<file path="config.mk">
export PLATFORM = sky130hd
export DESIGN_NAME = adder_share_arbiter
export DESIGN_NICKNAME = d
export VERILOG_FILES = /design/src/rtl/adder_share_pkg.sv /design/src/rtl/kogg_stone_64.sv /design/src/rtl/rr_arbiter_4.sv /design/src/rtl/adder_share_arbiter.sv
export SDC_FILE = /design/constraint.sdc
export NUM_CORES = 1
export LEC_CHECK = 0
export ABC_CLOCK_PERIOD_IN_PS = 8800
export CAP_MARGIN = 20
export CELL_PAD_IN_SITES_DETAIL_PLACEMENT = 1
export CELL_PAD_IN_SITES_GLOBAL_PLACEMENT = 2
export CORE_MARGIN = 2
export CORE_UTILIZATION = 25
export DETAILED_ROUTE_END_ITERATION = 10
export PLACE_DENSITY_LB_ADDON = 0.1
export SETUP_SLACK_MARGIN = 0.05
export SLEW_MARGIN = 20
export SYNTH_ARGS = -nofsm -noshare
export SYNTH_HDL_FRONTEND = slang
export SYNTH_SLANG_ARGS = --single-unit
</file>
<file path="constraint.sdc">
create_clock -name clk -period 8.8 [get_ports clk]
set_input_delay 1.76 -clock clk [delete_from_list [all_inputs] [get_ports clk]]
set_output_delay 1.76 -clock clk [all_outputs]
set_load 0.1 [all_outputs]
</file>
<file path="src/rtl/adder_share_pkg.sv">
// Shared sizes and types for the shared-adder arbiter.
package adder_share_pkg;

  localparam int NREQ = 4;
  localparam int W    = 64;
  localparam int ID_W = 2;

  typedef logic [ID_W-1:0] req_id_t;

  function automatic req_id_t onehot_to_id(input logic [NREQ-1:0] oh);
    req_id_t id;
    case (oh)
      4'b0001: id = 2'd0;
      4'b0010: id = 2'd1;
      4'b0100: id = 2'd2;
      4'b1000: id = 2'd3;
      default: id = 2'd0;
    endcase
    return id;
  endfunction

endpackage

</file>
<file path="src/rtl/kogg_stone_64.sv">
// 64-bit Kogge-Stone adder; the sum is captured into an enabled result register.
module kogg_stone_64
  import adder_share_pkg::*;
(
  input  logic         clk,
  input  logic         reset,
  input  logic         en,
  input  logic [W-1:0] a,
  input  logic [W-1:0] b,
  output logic [W-1:0] sum_q
);

  localparam int LVL = 6;

  logic [W-1:0] hp_s;
  logic [W-1:0] sum_s;
  logic [W-2:0] g_s [0:LVL];
  logic [W-2:0] p_s [0:LVL-1];

  // parallel-prefix carry tree; the top carry is never needed since carry-out is dropped
  always_comb begin
    hp_s   = a ^ b;
    g_s[0] = a[W-2:0] & b[W-2:0];
    p_s[0] = hp_s[W-2:0];
    for (int l = 0; l < LVL - 1; l++) begin
      for (int i = 0; i < W - 1; i++) begin
        if (i >= (1 << l)) begin
          p_s[l+1][i] = p_s[l][i] & p_s[l][i-(1<<l)];
        end else begin
          p_s[l+1][i] = p_s[l][i];
        end
      end
    end
    for (int l = 0; l < LVL; l++) begin
      for (int i = 0; i < W - 1; i++) begin
        if (i >= (1 << l)) begin
          g_s[l+1][i] = g_s[l][i] | (p_s[l][i] & g_s[l][i-(1<<l)]);
        end else begin
          g_s[l+1][i] = g_s[l][i];
        end
      end
    end
    sum_s = hp_s ^ {g_s[LVL], 1'b0};
  end

  // result register
  always_ff @(posedge clk) begin
    if (reset) begin
      sum_q <= 64'd0;
    end else if (en) begin
      sum_q <= sum_s;
    end
  end

endmodule

</file>
<file path="src/rtl/rr_arbiter_4.sv">
// Four-way round-robin arbiter: the search starts at ptr and wraps.
module rr_arbiter_4
  import adder_share_pkg::*;
(
  input  logic [NREQ-1:0] req,
  input  req_id_t         ptr,
  output logic [NREQ-1:0] grant
);

  logic    found_s;
  req_id_t idx_s;

  // first requester at or after ptr wins
  always_comb begin
    grant   = 4'b0000;
    found_s = 1'b0;
    idx_s   = 2'd0;
    for (int k = 0; k < NREQ; k++) begin
      idx_s = ptr + 2'(k);
      if (!found_s && req[idx_s]) begin
        grant[idx_s] = 1'b1;
        found_s      = 1'b1;
      end else begin
        found_s = found_s;
      end
    end
  end

endmodule

</file>
<file path="src/rtl/adder_share_arbiter.sv">
// Four requesters share one 64-bit adder through a two-stage valid/ready pipeline.
module adder_share_arbiter
  import adder_share_pkg::*;
#(
  parameter int NREQ = 4,
  parameter int W    = 64
) (
  input  logic              clk,
  input  logic              reset,
  input  logic [NREQ-1:0]   req_valid,
  output logic [NREQ-1:0]   req_ready,
  input  logic [NREQ*W-1:0] req_a,
  input  logic [NREQ*W-1:0] req_b,
  output logic              rsp_valid,
  input  logic              rsp_ready,
  output logic [W-1:0]      rsp_sum,
  output logic [1:0]        rsp_id
);

  logic            s1_valid_r;
  logic [W-1:0]    s1_a_r;
  logic [W-1:0]    s1_b_r;
  req_id_t         s1_id_r;
  req_id_t         ptr_r;
  logic            rsp_valid_r;
  req_id_t         rsp_id_r;
  logic [W-1:0]    sum_r;

  logic            s1_en_s;
  logic            s2_en_s;
  logic            accept_s;
  logic [NREQ-1:0] grant_s;
  logic [NREQ-1:0] req_ready_s;
  req_id_t         grant_id_s;
  logic [W-1:0]    a_sel_s;
  logic [W-1:0]    b_sel_s;

  rr_arbiter_4 u_arb (
    .req   (req_valid),
    .ptr   (ptr_r),
    .grant (grant_s)
  );

  kogg_stone_64 u_add (
    .clk   (clk),
    .reset (reset),
    .en    (s2_en_s & s1_valid_r),
    .a     (s1_a_r),
    .b     (s1_b_r),
    .sum_q (sum_r)
  );

  // stage enables and the gated grant; rsp_ready only reaches the enables, never the outputs
  always_comb begin
    s2_en_s = !rsp_valid_r || rsp_ready;
    s1_en_s = !s1_valid_r || s2_en_s;
    if (reset) begin
      req_ready_s = 4'b0000;
    end else if (s1_en_s) begin
      req_ready_s = grant_s;
    end else begin
      req_ready_s = 4'b0000;
    end
    accept_s   = |req_ready_s;
    grant_id_s = onehot_to_id(grant_s);
  end

  // operand mux for the granted requester
  always_comb begin
    case (grant_id_s)
      2'd0:    begin a_sel_s = req_a[0   +: W]; b_sel_s = req_b[0   +: W]; end
      2'd1:    begin a_sel_s = req_a[W   +: W]; b_sel_s = req_b[W   +: W]; end
      2'd2:    begin a_sel_s = req_a[2*W +: W]; b_sel_s = req_b[2*W +: W]; end
      2'd3:    begin a_sel_s = req_a[3*W +: W]; b_sel_s = req_b[3*W +: W]; end
      default: begin a_sel_s = req_a[0   +: W]; b_sel_s = req_b[0   +: W]; end
    endcase
  end

  // stage 1 operands and round-robin pointer
  always_ff @(posedge clk) begin
    if (reset) begin
      s1_valid_r <= 1'b0;
      s1_a_r     <= 64'd0;
      s1_b_r     <= 64'd0;
      s1_id_r    <= 2'd0;
      ptr_r      <= 2'd0;
    end else if (s1_en_s) begin
      s1_valid_r <= accept_s;
      if (accept_s) begin
        s1_a_r  <= a_sel_s;
        s1_b_r  <= b_sel_s;
        s1_id_r <= grant_id_s;
        ptr_r   <= grant_id_s + 2'd1;
      end
    end
  end

  // stage 2 valid and id; the sum register lives in the adder and shares this enable
  always_ff @(posedge clk) begin
    if (reset) begin
      rsp_valid_r <= 1'b0;
      rsp_id_r    <= 2'd0;
    end else if (s2_en_s) begin
      rsp_valid_r <= s1_valid_r;
      if (s1_valid_r) begin
        rsp_id_r <= s1_id_r;
      end
    end
  end

  assign req_ready = req_ready_s;
  assign rsp_valid = rsp_valid_r;
  assign rsp_sum   = sum_r;
  assign rsp_id    = rsp_id_r;

endmodule

</file>
### Word level (Yosys, flattened, before mapping)

Cells that the tools add are included.

| word-level totals | value |
|---|---|
| output and inout port bits | 71 |
| register bits | 200 |

| operators by class | value |
|---|---|
| add/subtract/negate cells | 4 |
| multiplexer cells | 28 |
| equal/unequal tests | 6 |
| magnitude comparators | 8 |
| reductions and logical operators | 18 |
| bitwise logic cells | 890 |

Operators by type and width:

| kind | count |
|---|---|
| $and A1 B1 Y1 | 569 |
| $pmux W64 S4 | 2 |
| $or A1 B1 Y1 | 315 |
| $xor A64 B64 Y64 | 2 |
| $and A63 B63 Y63 | 1 |
| $mux W4 | 6 |
| $lt A2 B3 Y1 const B | 4 |
| $or A4 B4 Y4 | 3 |
| $mux W1 | 11 |
| $bmux W1 S2 | 4 |
| $demux W1 S2 | 4 |
| $ge A2 B1 Y1 const B | 4 |
| $logic_and A1 B1 Y1 | 7 |
| $pmux W2 S3 | 1 |
| $logic_not A1 Y1 | 5 |
| $add A2 B1 Y2 const B | 2 |
| $add A2 B2 Y2 const B | 2 |
| $eq A2 B2 Y1 const B | 2 |
| $eq A4 B2 Y1 const B | 1 |
| $eq A4 B3 Y1 const B | 1 |
| $eq A4 B4 Y1 const B | 1 |
| $reduce_and A2 Y1 | 2 |
| $reduce_or A4 Y1 | 1 |
| $eq A2 B1 Y1 const B | 1 |
| 2 further kinds | 3 |

### Depth between registers and ports, before layout

| logic depth | value |
|---|---|
| depth in word-level cells | 16 |
| depth in mapped cells | 18 |
| gate-level depth less buffers | 14 |

### By module

From an unflattened synthesis, not the netlist that was laid out.

| unflattened totals | value |
|---|---|
| cells, all modules | 1,893 |
| area total of the unflattened synthesis | 14,919.3 um2 |

By module, submodules not included:

| module | area an instance (um2) | seq. area each (um2) | cells an instance | times used |
|---|---|---|---|---|
| adder_share_arbiter | 8,470.6 | 2,722.6 | 1,045 | 1 |
| kogg_stone_64 | 6,110.9 | 1,281.2 | 812 | 1 |
| rr_arbiter_4 | 337.8 | 0.0 | 36 | 1 |

### Least setup slack after synthesis

OpenSTA, ideal clock, no wires.

| timing | value |
|---|---|
| kind | input-to-output |
| from | input port req_valid[3] |
| to | output port req_ready[3] |
| setup slack | 3.455 ns |
| buffers on the path | 0 |
| required time | 7.040 ns |
| arrival | 3.585 ns |
| stages | 5 |
| cell sequence | mux4_2 -> nor4b_4 -> a22oi_1 -> nand2_2 -> and2_1 |

| between the ends | value |
|---|---|
| longest elaborated chain between the ends | 14 |
| elaborated cells on any way between the ends | 26 |
| those cells by class | 17 x mux; 3 x bitwise; 6 x reduce/logical |

Ends and longest elaborated chain:

| item | RTL line | RTL |
|---|---|---|
| start, declared | adder_share_arbiter.sv:10 | `input logic [NREQ-1:0] req_valid,` |
| $bmux W1 S2 | rr_arbiter_4.sv:20 | `if (!found_s && req[idx_s]) begin` |
| $mux W1 (not written as such) | rr_arbiter_4.sv:20 |  |
| $mux W1 | rr_arbiter_4.sv:20 |  |
| $logic_not A1 Y1 | rr_arbiter_4.sv:20 |  |
| $logic_and A1 B1 Y1 | rr_arbiter_4.sv:20 |  |
| $mux W1 | rr_arbiter_4.sv:20 |  |
| $logic_not A1 Y1 | rr_arbiter_4.sv:20 |  |
| $logic_and A1 B1 Y1 | rr_arbiter_4.sv:20 |  |
| $mux W1 | rr_arbiter_4.sv:20 |  |
| $logic_not A1 Y1 | rr_arbiter_4.sv:20 |  |
| $logic_and A1 B1 Y1 | rr_arbiter_4.sv:20 |  |
| $mux W4 (*) | rr_arbiter_4.sv:20 |  |
| $mux W4 (*) | adder_share_arbiter.sv:59 | `end else if (s1_en_s) begin` |
| $mux W4 (*) | adder_share_arbiter.sv:57 | `if (reset) begin` |
| end, declared | adder_share_arbiter.sv:11 | `output logic [NREQ-1:0] req_ready,` |

Every way passes the cells marked *; elsewhere a longest branch is shown, timed or not. The select of a mux whose other input is x is not followed.

### Worst setup path in the final report

Ends and elaborated chain as after synthesis.

==> qor.yml <==
status:
  outcome: "complete, no violations"
synth:
  synth_top_family_by_area: "compound AO/OA/AOI/OAI gates"
  yosys.area_share.simple_pct: 22.41
  synthArstFlopShare_pct: 0
  synth_compound_area_share_pct: 33.30
  muxShareOfSynthArea_pct: 0.6246
  synth_xor_area_share_pct: 3.097
  synthAdderAreaFrac_pct: 6.472
  ys.flop_type: "dfxtp_1"
  ys_ff_latch: 200
  post_synth_num_cell_types: 73
  synth_nets: 2528
  synth_area_per_cell_um2: 7.454
  synth_edf_count: 0
  synth_warnings: 0
  ys_seq_area_share_pct: 27.76
  syn_inst: 1935
  syn-cell-area_um2: 14420
die:
  die_area_um2: 59630
  coreArea_um2: 57370
  start_util_pct: 25.14
  die_x_um: 244.2
  die_h_um: 244.2
  fp-row-count: 88
  io_pins: 590
worst_setup_path:
  crit_top_cell: "clkdlybuf4s50_1"
  path_max_fanout: 7
  r2r_cells: 14
  path_cells: "clkdlybuf4s50_1 -> mux4_2 -> nor3b_2 -> a22oi_1 -> nand2_2 -> and2_1 -> clkdlybuf4s50_1"
  worstSetupEndpoint: "req_ready[3]"
  cp_num_cells: 7
  worstReg2RegEnd: "s1_b_r[62]$_SDFFE_PP0P_"
  cp_slowest_cell: "clkdlybuf4s50_1"
  cp_num_buf_inv: 2
  endpoint_kind: "primary output"
  criticalPathCategory: "in2out"
  r2r_setup_slack_ns: 3.32
  start_kind: "primary input"
  crit_family: "buffers and inverters"
  critPathMaxStageDelay_ns: 1.22
  r2r-start: "ptr_r[0]$_SDFFE_PP0P_"
  worstSetupStartpoint: "req_valid[3]"
  required_ns: 7.04
  cp_data_arrival_time_ns: 4.80
power:
  comb_power_share_pct: 69.0
  intPower_mw: 3.435
  leakage_nw: 7.677
  p_per_area_nw_per_um2: 357.3
  ir_drop_mv: 0.3942
  clockPowerShare_pct: 10.6
  p_switching_mw: 4.146
  p_sw_share_pct: 54.69
  seqPwrFrac_pct: 20.4
timing:
  fin_tns_setup_ns: 0
  finalMaxSlewViolations: 0
  min_period_over_period_pct: 74.59
  min_period_ns: 6.564
  fin_worst_skew_ns: 0.01430
  worst_pin_slew_ns: 1.145
  hold_ws_ns: 0.4574
  slew_headroom_pct: 23.40
  rsz0062_at_grt: "false"
  hold_viol_final: 0
  fmax_mhz: 152.4
  setup_viol: 0
global_routing:
  grt_max_degree: 116
  antenna_found_initial: 3
  overflow: 0
  grt_pass1_vias: 16910
  grt_pass1_wl_mm: 97.90
  grt.total_usage_pct: 20.72
route:
  first_iter_violations: 937
  drtPass1Iterations: 9
  wl_per_cell_um: 20.05
  num_vias: 16150
  routed_wl_mm: 63.50
  ant_nets: 0
  viasPerCell: 5.098
  drc: 0
clock_network:
  cts_tree: "built"
  cts_buffers: 17
  clock_latency_ns: 0.47
  htree_levels: 4
  cts.path.max_buffers: 2
  cts_hold_buf: 0
  postCtsSetupBuffers: 0
  clkSinkCount: 200
  root_buffer: "clkbuf_16"
  cts.repair.resized: 0
  clkSlewWorstSetupHoldPaths_ns: 0.07
hold_path:
  min_path_type: "reg2reg"
final_layout:
  synthToLayoutAreaGrowth_pct: 47.12
  drive_above_1_share_pct: 10.30
  nets: 2979
placed_design:
  hpwlAfterDp_mm: 49.27
  port-buffer-count: 589
  place_congestion: 0.8304
job:
  drv_cap: 0
layer usage:
layer | vias to the layer above | global-route usage, % | part of all wire, %
met5 | - | 0 | 0
met4 | 0 | 4.788 | 1.4
met3 | 42 | 5.048 | 6.4
met2 | 417 | 35.98 | 48
met1 | 7749 | 25.72 | 44
li1 | 7937 | - | -
synthesized netlist by cell type, types with 5 or more instances:
library cell	n	area, um^2
buf_1	8	30.03
and2_1	5	31.28
o211ai_1	9	67.56
nand4_1	27	168.9
a211oi_1	8	60.06
a222oi_1	128	1281
dfxtp_1	200	4004
a31oi_1	7	43.79
o21bai_1	13	97.59
a22oi_1	9	67.56
nor2b_1	5	31.28
buf_2	15	75.07
and3_1	6	37.54
o21a_1	6	45.04
inv_1	25	93.84
a21oi_2	91	797.0
nor3_1	19	95.09
nand3_1	23	115.1
xor2_1	24	210.2
nor2_1	55	206.5
o21ai_0	173	865.8
nand2_1	460	1727
a21oi_1	175	875.8
nand2_2	95	594.3
o21ai_1	6	30.03
buf_12	10	200.2
xnor2_1	27	236.5
ha_1	73	913.4
a21o_1	30	225.2
clkbuf_1	134	503.0
cell usage in the layout, fill, tap and decap left out, drive strengths merged, types with 7 or more instances in the layout:
cell type | synthesis | layout
clkdlybuf4s50 | 0 | 587
nand2 | 555 | 555
a21oi | 266 | 266
dfxtp | 200 | 200
o21ai | 180 | 180
a222oi | 128 | 128
ha | 73 | 73
nor2 | 56 | 56
a21o | 30 | 30
inv | 25 | 28
xnor2 | 27 | 27
nand4 | 27 | 27
xor2 | 24 | 24
nand3 | 24 | 24
clkbuf | 134 | 22
nor3 | 19 | 19
o21bai | 13 | 13
buf | 34 | 13
a22oi | 9 | 9
o211ai | 9 | 9
a211oi | 9 | 9
a31oi | 7 | 7
cell families (layout without fill, tap and decap cells):
group	after synthesis	in the layout
and+or+nand+nor	722	722
AOI/OAI and AO/OA	691	691
DFF	200	200
buffers and inverters	193	656
adders and majority gates	74	74
xor gates and xnor gates	51	51
muxes	4	4
other	0	4
sequential cells by signal, indices dropped and copies added (netlist names):
register / cells
s1_valid_r: 1
ptr_r: 2
u_add.sum_q: 64
rsp_id: 2
rsp_valid: 1
s1_id_r: 2
s1_b_r: 64
s1_a_r: 64
metrics by stage:
| stage | power [mW] | std cells | area (um^2) | setup WS (ns) | util [%] |
|---|---|---|---|---|---|
| after floorplan | 5.400 | 1935 | 14420 | 3.455 | - |
| after global placement | 6.817 | 3132 | 20650 | 2.284 | 36.00 |
| after detailed placement | 6.887 | 3132 | 20650 | 2.142 | 36.00 |
| after CTS | 7.724 | 3163 | 21210 | 2.238 | 36.97 |
| after global routing | 8.296 | 3165 | 21210 | 2.090 | 36.98 |
| final | 7.581 | 3167 | 21220 | 2.236 | 36.99 |
worst min-delay path by stage:
stage	to	slack [ns]	startpoint	cells past startpoint
detailed placement	u_add.sum_q[37]$_SDFFE_PP0P_	0.45	u_add.sum_q[37]$_SDFFE_PP0P_	2
global route	u_add.sum_q[42]$_SDFFE_PP0P_	0.48	u_add.sum_q[42]$_SDFFE_PP0P_	2
floorplan	rsp_id[1]$_SDFFE_PP0P_	0.43	s1_id_r[1]$_SDFFE_PP0P_	2
finish	u_add.sum_q[17]$_SDFFE_PP0P_	0.46	u_add.sum_q[17]$_SDFFE_PP0P_	2
global placement	u_add.sum_q[7]$_SDFFE_PP0P_	0.44	u_add.sum_q[7]$_SDFFE_PP0P_	2
CTS	u_add.sum_q[37]$_SDFFE_PP0P_	0.46	u_add.sum_q[37]$_SDFFE_PP0P_	2
layout make-up:
class | instances | area (um^2)
fill | 6926 | 36150
inverter | 25 | 93.84
antenna | 4 | 10.01
tap | 765 | 957.2
clock inverter | 9 | 116.4
sequential | 200 | 4004
clock buffer | 22 | 444.2
multi-input combinational | 1542 | 9575
timing repair buffer | 600 | 6018
power by group through the flow:
stage	clock network (mW)	registers, mW	logic (mW)
3_5_place_dp	0	1.57	5.32
6_report	0.803	1.54	5.23
3_3_place_gp	0	1.56	5.26
4_1_cts	0.833	1.55	5.34
5_1_grt	0.864	1.60	5.84
2_1_floorplan	0	1.90	3.50
worst min-delay path: stages, from the launching register on:
cell and delay (ns):
dfxtp_1 0.31, nand2_1 0.05, a21oi_1 0.05
Note: power is estimated with default switching activity, not from simulation.
